File: config.mk
export PLATFORM = sky130hd
export DESIGN_NAME = eclair_exec_unit_flat
export DESIGN_NICKNAME = d
export VERILOG_FILES = /design/src/rtl/eclair_pkg.sv /design/src/rtl/eclair_exec_unit_if.sv /design/src/rtl/alu_181_core.sv /design/src/rtl/eclair_exec_unit.sv /design/src/flat_wrapper.sv
export SDC_FILE = /design/constraint.sdc
export NUM_CORES = 1
export LEC_CHECK = 0
export ABC_AREA = 1
export CORE_MARGIN = 2
export CORE_UTILIZATION = 56
export CTS_CLUSTER_DIAMETER = 60
export DETAILED_ROUTE_END_ITERATION = 10
export PLACE_DENSITY = 0.95
export SETUP_SLACK_MARGIN = 0.05
export SLEW_MARGIN = 30
export SYNTH_ARGS = -nofsm -noshare
export SYNTH_HDL_FRONTEND = slang
export SYNTH_HIERARCHICAL = 1
export SYNTH_SLANG_ARGS = --single-unit
File: constraint.sdc
create_clock -name clk -period 3.4 [get_ports clk]
set_input_delay 0.51 -clock clk [delete_from_list [all_inputs] [get_ports clk]]
set_output_delay 0.51 -clock clk [all_outputs]
set_load 0.005 [all_outputs]
File: src/rtl/eclair_pkg.sv
// Shared constants for the eclair execution unit: ALU modes, op codes, widths.
package eclair_pkg;

   localparam int DATA_WIDTH_DEF = 16;
   localparam int DMX_SEL_W      = 3;
   localparam int DMX_OUT_W      = 8;

   localparam logic ALU_ARITH = 1'b0;
   localparam logic ALU_LOGIC = 1'b1;

   // arithmetic-mode op codes (results shown before carry-in)
   localparam logic [3:0] OP_ARITH_A = 4'h0;  // A
   localparam logic [3:0] OP_ONES_AR = 4'h3;  // all ones
   localparam logic [3:0] OP_SUBM1   = 4'h6;  // A - B - 1
   localparam logic [3:0] OP_ADD     = 4'h9;  // A + B
   localparam logic [3:0] OP_DBL     = 4'hC;  // A + A
   localparam logic [3:0] OP_DEC     = 4'hF;  // A - 1

   // logic-mode op codes
   localparam logic [3:0] OP_NOT_A   = 4'h0;
   localparam logic [3:0] OP_NOR     = 4'h1;
   localparam logic [3:0] OP_NA_AND_B= 4'h2;
   localparam logic [3:0] OP_ZERO    = 4'h3;
   localparam logic [3:0] OP_NAND    = 4'h4;
   localparam logic [3:0] OP_NOT_B   = 4'h5;
   localparam logic [3:0] OP_XOR     = 4'h6;
   localparam logic [3:0] OP_A_AND_NB= 4'h7;
   localparam logic [3:0] OP_NA_OR_B = 4'h8;
   localparam logic [3:0] OP_XNOR    = 4'h9;
   localparam logic [3:0] OP_PASS_B  = 4'hA;
   localparam logic [3:0] OP_AND     = 4'hB;
   localparam logic [3:0] OP_ONES    = 4'hC;
   localparam logic [3:0] OP_A_OR_NB = 4'hD;
   localparam logic [3:0] OP_OR      = 4'hE;
   localparam logic [3:0] OP_PASS_A  = 4'hF;

endpackage

File: src/rtl/eclair_exec_unit_if.sv
// Operand, control and result bundle between the sequencer and the execution unit.
interface eclair_exec_unit_if
   import eclair_pkg::*;
#(
   parameter int DATA_WIDTH = DATA_WIDTH_DEF
);
   logic                  alu_mode;
   logic [3:0]            alu_op;
   logic                  c_in;
   logic [DATA_WIDTH-1:0] x;
   logic [DATA_WIDTH-1:0] y;
   logic [DATA_WIDTH-1:0] alu_z;
   logic                  c_out;
   logic                  z_load;
   logic [DATA_WIDTH-1:0] reg_z;
   logic                  pc_inc;
   logic                  pc_load;
   logic [DATA_WIDTH-1:0] pc;
   logic                  dmx_en;
   logic [DMX_SEL_W-1:0]  dmx_sel;
   logic [DMX_OUT_W-1:0]  dmx_y;

   modport master (
      output alu_mode, alu_op, c_in, x, y, z_load, pc_inc, pc_load, dmx_en, dmx_sel,
      input  alu_z, c_out, reg_z, pc, dmx_y
   );

   modport slave (
      input  alu_mode, alu_op, c_in, x, y, z_load, pc_inc, pc_load, dmx_en, dmx_sel,
      output alu_z, c_out, reg_z, pc, dmx_y
   );
endinterface

File: src/rtl/alu_181_core.sv
// Combinational '181-style ALU: arithmetic via P/Q generate terms, or 16 logic functions.
module alu_181_core
   import eclair_pkg::*;
#(
   parameter int DATA_WIDTH = DATA_WIDTH_DEF
) (
   input  logic                  mode,
   input  logic [3:0]            op,
   input  logic                  c_in,
   input  logic [DATA_WIDTH-1:0] a,
   input  logic [DATA_WIDTH-1:0] b,
   output logic [DATA_WIDTH-1:0] z,
   output logic                  c_out
);

   logic [DATA_WIDTH-1:0] s0, s1, s2, s3;
   logic [DATA_WIDTH-1:0] p, q;
   logic [DATA_WIDTH:0]   sum;
   logic [DATA_WIDTH-1:0] lz;

   assign s0 = {DATA_WIDTH{op[0]}};
   assign s1 = {DATA_WIDTH{op[1]}};
   assign s2 = {DATA_WIDTH{op[2]}};
   assign s3 = {DATA_WIDTH{op[3]}};

   // P and Q are chosen so that P + Q yields the arithmetic function for each op
   assign p   = a | (b & s0) | (~b & s1);
   assign q   = (a & b & s3) | (a & ~b & s2);
   assign sum = {1'b0, p} + {1'b0, q} + {{DATA_WIDTH{1'b0}}, c_in};

   // logic-mode function table; carry-in plays no part here
   always_comb begin
      lz = '0;
      case (op)
         OP_NOT_A:    lz = ~a;
         OP_NOR:      lz = ~(a | b);
         OP_NA_AND_B: lz = ~a & b;
         OP_ZERO:     lz = '0;
         OP_NAND:     lz = ~(a & b);
         OP_NOT_B:    lz = ~b;
         OP_XOR:      lz = a ^ b;
         OP_A_AND_NB: lz = a & ~b;
         OP_NA_OR_B:  lz = ~a | b;
         OP_XNOR:     lz = ~(a ^ b);
         OP_PASS_B:   lz = b;
         OP_AND:      lz = a & b;
         OP_ONES:     lz = '1;
         OP_A_OR_NB:  lz = a | ~b;
         OP_OR:       lz = a | b;
         OP_PASS_A:   lz = a;
         default:     lz = '0;
      endcase
   end

   assign z     = (mode == ALU_LOGIC) ? lz : sum[DATA_WIDTH-1:0];
   assign c_out = (mode == ALU_LOGIC) ? 1'b0 : sum[DATA_WIDTH];

endmodule

File: src/rtl/eclair_exec_unit.sv
// Execution unit top: ALU core, Z register, program counter and 3-to-8 active-low demux.
module eclair_exec_unit
   import eclair_pkg::*;
#(
   parameter int DATA_WIDTH = DATA_WIDTH_DEF
) (
   input logic                clk,
   input logic                _reset,
   eclair_exec_unit_if.slave  bus
);

   logic [DATA_WIDTH-1:0] alu_z;
   logic [DATA_WIDTH-1:0] reg_z;
   logic [DATA_WIDTH-1:0] pc;

   alu_181_core #(.DATA_WIDTH(DATA_WIDTH)) u_alu (
      .mode  (bus.alu_mode),
      .op    (bus.alu_op),
      .c_in  (bus.c_in),
      .a     (bus.x),
      .b     (bus.y),
      .z     (alu_z),
      .c_out (bus.c_out)
   );

   // Z register captures the ALU result on demand
   always_ff @(posedge clk or negedge _reset) begin
      if (!_reset)         reg_z <= '0;
      else if (bus.z_load) reg_z <= alu_z;
   end

   // PC: load from the pre-edge reg_z wins over increment; increment wraps silently
   always_ff @(posedge clk or negedge _reset) begin
      if (!_reset)          pc <= '0;
      else if (bus.pc_load) pc <= reg_z;
      else if (bus.pc_inc)  pc <= pc + 1'b1;
   end

   assign bus.alu_z = alu_z;
   assign bus.reg_z = reg_z;
   assign bus.pc    = pc;

   // one-cold decode, idle high; no reset involvement
   assign bus.dmx_y = bus.dmx_en ? (~(DMX_OUT_W'(1) << bus.dmx_sel)) : {DMX_OUT_W{1'b1}};

endmodule

File: src/flat_wrapper.sv
// flat-port wrapper written by rule: the top's interface ports become plain ports
module eclair_exec_unit_flat import eclair_pkg::*;
#(
   parameter int DATA_WIDTH = DATA_WIDTH_DEF
)
  (clk, _reset, bus_alu_mode, bus_alu_op, bus_c_in, bus_x, bus_y, bus_z_load, bus_pc_inc, bus_pc_load, bus_dmx_en, bus_dmx_sel, bus_alu_z, bus_c_out, bus_reg_z, bus_pc, bus_dmx_y);
  eclair_exec_unit_if #(.DATA_WIDTH(DATA_WIDTH)) bus_i ();
  input logic clk;
  input logic _reset;
  input wire logic [$bits(bus_i.alu_mode)-1:0] bus_alu_mode;
  input wire logic [$bits(bus_i.alu_op)-1:0] bus_alu_op;
  input wire logic [$bits(bus_i.c_in)-1:0] bus_c_in;
  input wire logic [$bits(bus_i.x)-1:0] bus_x;
  input wire logic [$bits(bus_i.y)-1:0] bus_y;
  input wire logic [$bits(bus_i.z_load)-1:0] bus_z_load;
  input wire logic [$bits(bus_i.pc_inc)-1:0] bus_pc_inc;
  input wire logic [$bits(bus_i.pc_load)-1:0] bus_pc_load;
  input wire logic [$bits(bus_i.dmx_en)-1:0] bus_dmx_en;
  input wire logic [$bits(bus_i.dmx_sel)-1:0] bus_dmx_sel;
  output wire logic [$bits(bus_i.alu_z)-1:0] bus_alu_z;
  output wire logic [$bits(bus_i.c_out)-1:0] bus_c_out;
  output wire logic [$bits(bus_i.reg_z)-1:0] bus_reg_z;
  output wire logic [$bits(bus_i.pc)-1:0] bus_pc;
  output wire logic [$bits(bus_i.dmx_y)-1:0] bus_dmx_y;
  assign bus_i.alu_mode = bus_alu_mode;
  assign bus_i.alu_op = bus_alu_op;
  assign bus_i.c_in = bus_c_in;
  assign bus_i.x = bus_x;
  assign bus_i.y = bus_y;
  assign bus_i.z_load = bus_z_load;
  assign bus_i.pc_inc = bus_pc_inc;
  assign bus_i.pc_load = bus_pc_load;
  assign bus_i.dmx_en = bus_dmx_en;
  assign bus_i.dmx_sel = bus_dmx_sel;
  assign bus_alu_z = bus_i.alu_z;
  assign bus_c_out = bus_i.c_out;
  assign bus_reg_z = bus_i.reg_z;
  assign bus_pc = bus_i.pc;
  assign bus_dmx_y = bus_i.dmx_y;
  eclair_exec_unit #(.DATA_WIDTH(DATA_WIDTH)) u_core (.clk(clk), ._reset(_reset), .bus(bus_i));
endmodule
==> results.tsv, run 1 <==
stage	metric	value	unit
outcome	status	stopped before the end	
outcome	last stage reached	global routing (5_1_grt)	
outcome	Err	[ERROR GRT-0232] Routing congestion too high. Check the congestion heatmap in the GUI.	
clocking	clk buf depth	2	
synth	Synth area leaders	nand2_1 25%, ha_1 16%, dfrtp_1 13%, inv_1 10%, o21ai_0 7.0%	
die	Die X	108.1	um
clocking	CTS sink count	32	
place	port buffer count	103	
synth	Netlist cell types	33	
synth	share of Yosys cell area claimed by the top area cell type	0.2473	
global_route	largest net degree at the start of global routing	33	
sta	pin ending the worst setup path after global-route repair	bus_alu_z[14]	
place	pre-CTS setup slack	-794.2	ps
synth	Cell Area, Synth	6071	um2
place	HPWL after DPL	17850	um
synth	Synth area leader	nand2_1	
synth	synthesis-stage register bit count	32	
synth	Yosys warnings	6	
synth	Syn Area/Cell	5.647	um2
synth	Post-synth EDFFs	0	
die	row count	38	
synth	register area share after synthesis	0.1319	
synth	post-synthesis cell count	1075	
synth	Post-synth top cells	400 x nand2_1, 165 x inv_1, 97 x nor2_1	
global_route	All-Layer GR Usage	0.6964	
sta	WEP type	primary output	
global_route	grt ovf	3	
synth	Post-synth ARST share	1.000	
clocking	hold-fix buffers at CTS	0	
synth	main flop type after synthesis	dfrtp_1	
clocking	CTS buffer count	5	
clocking	H-tree depth	2	
die	Vert. Die Dim	108.1	um
place	Area after DPL	8175	um2
synth	most common cell in the synthesized netlist	nand2_1	
place	dpl cells	1428	
synth	Net Count, Synth	1204	
die	initial core utilization	0.5675	
die	io pins	104	
clocking	CTS root buf	clkbuf_8	
place	Final Wtd Congestion	1.035	
-- repair_timing --
action / in CTS
setup endpoints to repair: 17
pin swaps: 25
buffers inserted: 19
resized for setup: 110
gates cloned: 0
-- routing by layer --
metal	overflow	track usage
met1	1	0.6950
met2	2	0.8450
met3	0	0.5817
met4	0	0.6529
met5	0	0.2991
-- stage by stage --
| step | setup TNS (ps) | hold WS, ps | util |
|---|---|---|---|
| after floorplan | 0 | 214.4 | - |
| after global placement | -6570 | 518.4 | 0.7642 |
| after detailed placement | -9224 | 530.8 | 0.7642 |
| after CTS | 0 | 546.5 | 0.7968 |
-- logic make-up after synthesis --
logic type / synth area share
mux: 0.02226
fa+ha+maj: 0.1715
flops: 0.1319
simple gates: 0.3871
compound gates: 0.1472
buf+inv: 0.1286
xor+xnor: 0.01154
==> run 2: changes to the inputs <==
Settings changed: CORE_UTILIZATION 56 to 40, CTS_CLUSTER_DIAMETER 60 to default, PLACE_DENSITY 0.95 to default, PLACE_DENSITY_LB_ADDON from default to 0.15, SETUP_SLACK_MARGIN 0.05 to default.
==> run 2 against run 1 <==
  * The run now ends clean
  * Synthesized cell count unchanged
  * Synthesized area unchanged
==> results.tsv, run 2 <==
stage	metric	value	unit	change
worst_setup_path	crit path cell chain	clkdlybuf4s15_1 -> ha_1 -> inv_1 -> o22ai_1 -> ha_1 -> buf_4 -> buf_4 -> buf_4 -> or2_2 -> nand3_1 -> nand2_1 -> clkdlybuf4s50_1		
cells_and_area	cell area after layout	9236	um2	
cells_and_area	fin util	0.6144		
power	internal power	1587	uW	
clocking	CTS sink count	32		unchanged
synth	Synth area leaders	nand2_1 25%, ha_1 16%, dfrtp_1 13%, inv_1 10%, o21ai_0 7.0%		
worst_setup_path	Worst Path Arrival	2850	ps	
synth	main combinational cell family by area after synthesis	simple AND/OR/NAND/NOR gates		
sta	fin crit period	3356	ps	
flow_run	number of max-cap violations	0		
power	Comb pwr share	0.581		
sta	max_slew headroom	0.4167		
global_route	largest net degree at the start of global routing	33		
detailed_routing	met2 routed WL	10730	um	
power	Final Power	2566	uW	
worst_setup_path	type of the worst setup path	input pin to output port		
sta	Final Hold Vio Count	0		
synth	Net Count, Synth	1204		unchanged
clocking	CTS tree	built		
worst_setup_path	CP most frequent cell	buf_4		
synth	most common cell in the synthesized netlist	nand2_1		
detailed_routing	drt pass-1 iters	5		
cells_and_area	largest registers	u_core/bus.pc x16, u_core/bus.reg_z x16		
synth	Yosys warnings	6		unchanged
clocking	H-tree depth	2		unchanged
synth	Synth area leader	nand2_1		
worst_setup_path	startpoint types	input pin		
sta	final setup fails	0		
place	port buffer count	103		unchanged
worst_setup_path	delay-heaviest family, CP	buffers and inverters		
detailed_routing	vias per std cell	5.041		
synth	post-synthesis xor/xnor area fraction	0.01154		unchanged
sta	Slew Viols, Final	0		
clocking	Clock Latency Late Sink	270	ps	
worst_setup_path	worst path bufs/invs	6		
synth	Syn Area/Cell	5.647	um2	unchanged
sta	Clock Skew	6.048	ps	
sta	Tightest Pin Transition	872.2	ps	
die	Die X	127.2	um	+18%
sta	final worst slack	43.86	ps	
synth	Cell Area, Synth	6071	um2	unchanged
cells_and_area	layout cell share with drive strength beyond 1	0.2362		
sta	unrepaired setup endpoints after global routing	yes		
synth	register area share after synthesis	0.1319		unchanged
detailed_routing	Routed wire per std cell	14.61	um	
synth	Compound-Gate Fraction of Synth Area	0.1472		unchanged
global_route	vias in the first global route	7296		
synth	synthesis-stage register bit count	32		unchanged
sta	hold_ws	542.3	ps	
synth	share of Yosys cell area claimed by the top area cell type	0.2473		unchanged
place	pre-CTS setup slack	-715.6	ps	+78.64 ps
die	core area	15030	um2	
cells_and_area	most frequent cells in the layout	381 x nand2_1, 190 x buf_4, 160 x inv_1		
clocking	CTS root buf	clkbuf_16		
synth	adder-cell share of the synthesized area	0.1715		unchanged
worst_setup_path	Crit path largest cell delay	470	ps	
power	PwrDens	277.8	nW/um2	
die	row count	45		+18%
sta	Max Clk Rate	298.0	MHz	
cells_and_area	commonest non-fill, non-tap cell in the layout	nand2_1		
cells_and_area	area grow syn2layout	52.14	%	
synth	Post-synth top cells	400 x nand2_1, 165 x inv_1, 97 x nor2_1		
clocking	clk buf depth	2		unchanged
worst_setup_path	required time of the critical path	2890	ps	
detailed_routing	DRT Wirelength	22670	um	
global_route	grt ovf	0		
power	P_leak	0.005061	uW	
outcome	status	finished clean		
power	P_sw	978.2	uW	
power	clock network power share	0.194		
detailed_routing	Vias	7818		
detailed_routing	met3 wire len	1304	um	
detailed_routing	Post-Route M1 WL	9631	um	
detailed_routing	post-route antenna net violation count	0		
place	HPWL after DPL	17310	um	-3.1%
min_path	hold crit path type	register to register		
detailed_routing	1st-iter DRT viols	567		
synth	Post-synth EDFFs	0		unchanged
die	Vert. Die Dim	127.2	um	+18%
synth	Netlist cell types	33		unchanged
power	Worst VDD drop	0.2888	mV	
worst_setup_path	CP Capture Type	output port		
synth	Synth Area in Simple Gates	0.3871		unchanged
power	power share of the sequential group	0.226		
cells_and_area	Final nets	1491		
clocking	hold-fix buffers at CTS	0		unchanged
clocking	CTS buffer count	5		unchanged
die	initial core utilization	0.4038		-0.1637
worst_setup_path	Slowest cell on crit path	clkdlybuf4s50_1		
clocking	Clk pin slew, worst setup/hold paths	50	ps	
place	Area after DPL	8598	um2	+5.2%
detailed_routing	DRC errors left	0		
worst_setup_path	Max FO, Critical Path	4		
sta	ratio of final minimum period to clock period	0.9871		
synth	main flop type after synthesis	dfrtp_1		
synth	Post-synth ARST share	1.000		unchanged
synth	mux cell area share after synthesis	0.02226		unchanged
global_route	All-Layer GR Usage	0.2734		
global_route	first-pass GRT wire length	35600	um	
synth	post-synthesis cell count	1075		unchanged
place	Final Wtd Congestion	0.9563		-7.6%
die	die area	16180	um2	
cells_and_area	# diodes	0		
die	io pins	104		unchanged
power	Switching Share	0.3813		
global_route	antenna violations before repair	0		
detailed_routing	uppermost layer routed	met4		
## run 2: cell counts after synthesis
No cell type changed its count.
## run 2: layout make-up
cell class / instances / area, um2
Timing Repair Buffer: 306 / 2621
Inverter: 172 / 651.9
Clock buffer: 6 / 128.9
Clock inverter: 2 / 35.03
Fill cell: 1488 / 5797
Sequential cell: 32 / 800.8
Multi-Input combinational cell: 845 / 4763
Tap cell: 188 / 235.2
## run 2: worst reg2reg max path: cells and delay by family, from the launching register on
family,cells,cell delay (ps)
simple gates,2,160
fa+ha+maj,1,250
flops,1,450
compound gates,3,420
## run 2: path summary, 6_finish.rpt
kind | end | cells past startpoint | startpoint | slack (ps)
min | u_core/bus.reg_z[5] | 1 | u_core/bus.reg_z[5] | 540
max in group asynchronous | u_core/bus.pc[7] | 2 | _reset | 2450
min in group asynchronous | u_core/bus.reg_z[0] | 2 | _reset | 650
max | bus_alu_z[3] | 12 | bus_x[3] | 40
max reg2reg | u_core/bus.pc[4] | 6 | u_core/bus.pc[0] | 2000
min reg2reg | u_core/bus.reg_z[5] | 1 | u_core/bus.reg_z[5] | 540
## run 2: power by group through the flow
stage          combinational, uW  clock, uW  sequential [uW]
6_report                    1490        497              579
5_1_grt                     1640        522              593
4_1_cts                     1400        507              579
3_5_place_dp                1340          0              584
3_3_place_gp                1320          0              582
2_1_floorplan                604          0              565
## run 2: logic make-up after synthesis
kind of cell	count (synthesis)
AO/OA/AOI/OAI	163
buffers and inverters	198
AND/OR/NAND/NOR	580
adder cells (fa/ha/maj)	82
multiplexers	12
XOR/XNOR	8
flip-flops	32
## run 2: per-layer routing
metal,GRT usage,vias up
li1,-,3940
met1,0.3472,3499
met2,0.4753,306
met3,0.02219,73
met4,0.1202,0
met5,0,-
## run 2: repair_timing
item | 4_1_cts | 5_1_grt
pin swaps | 28 | 32
gates resized for setup | 95 | 89
endpoints found under the setup margin | 17 | 16
buffers inserted | 19 | 8
## run 2: per-stage QoR
stage / instances / TNS, ps
2_1_floorplan: 1075 / 0
6_report: 1551 / 0
3_3_place_gp: 1516 / -7431
4_1_cts: 1543 / -139.8
3_5_place_dp: 1516 / -8392
5_1_grt: 1551 / -171.3
No activity file was read; power rests on OpenSTA's default activity.
==> run 3: changes to the inputs <==
Settings changed: SLEW_MARGIN 30 to default.
==> results of run 3 <==
The final DEF is identical to that of run 2; final timing and power are the same.
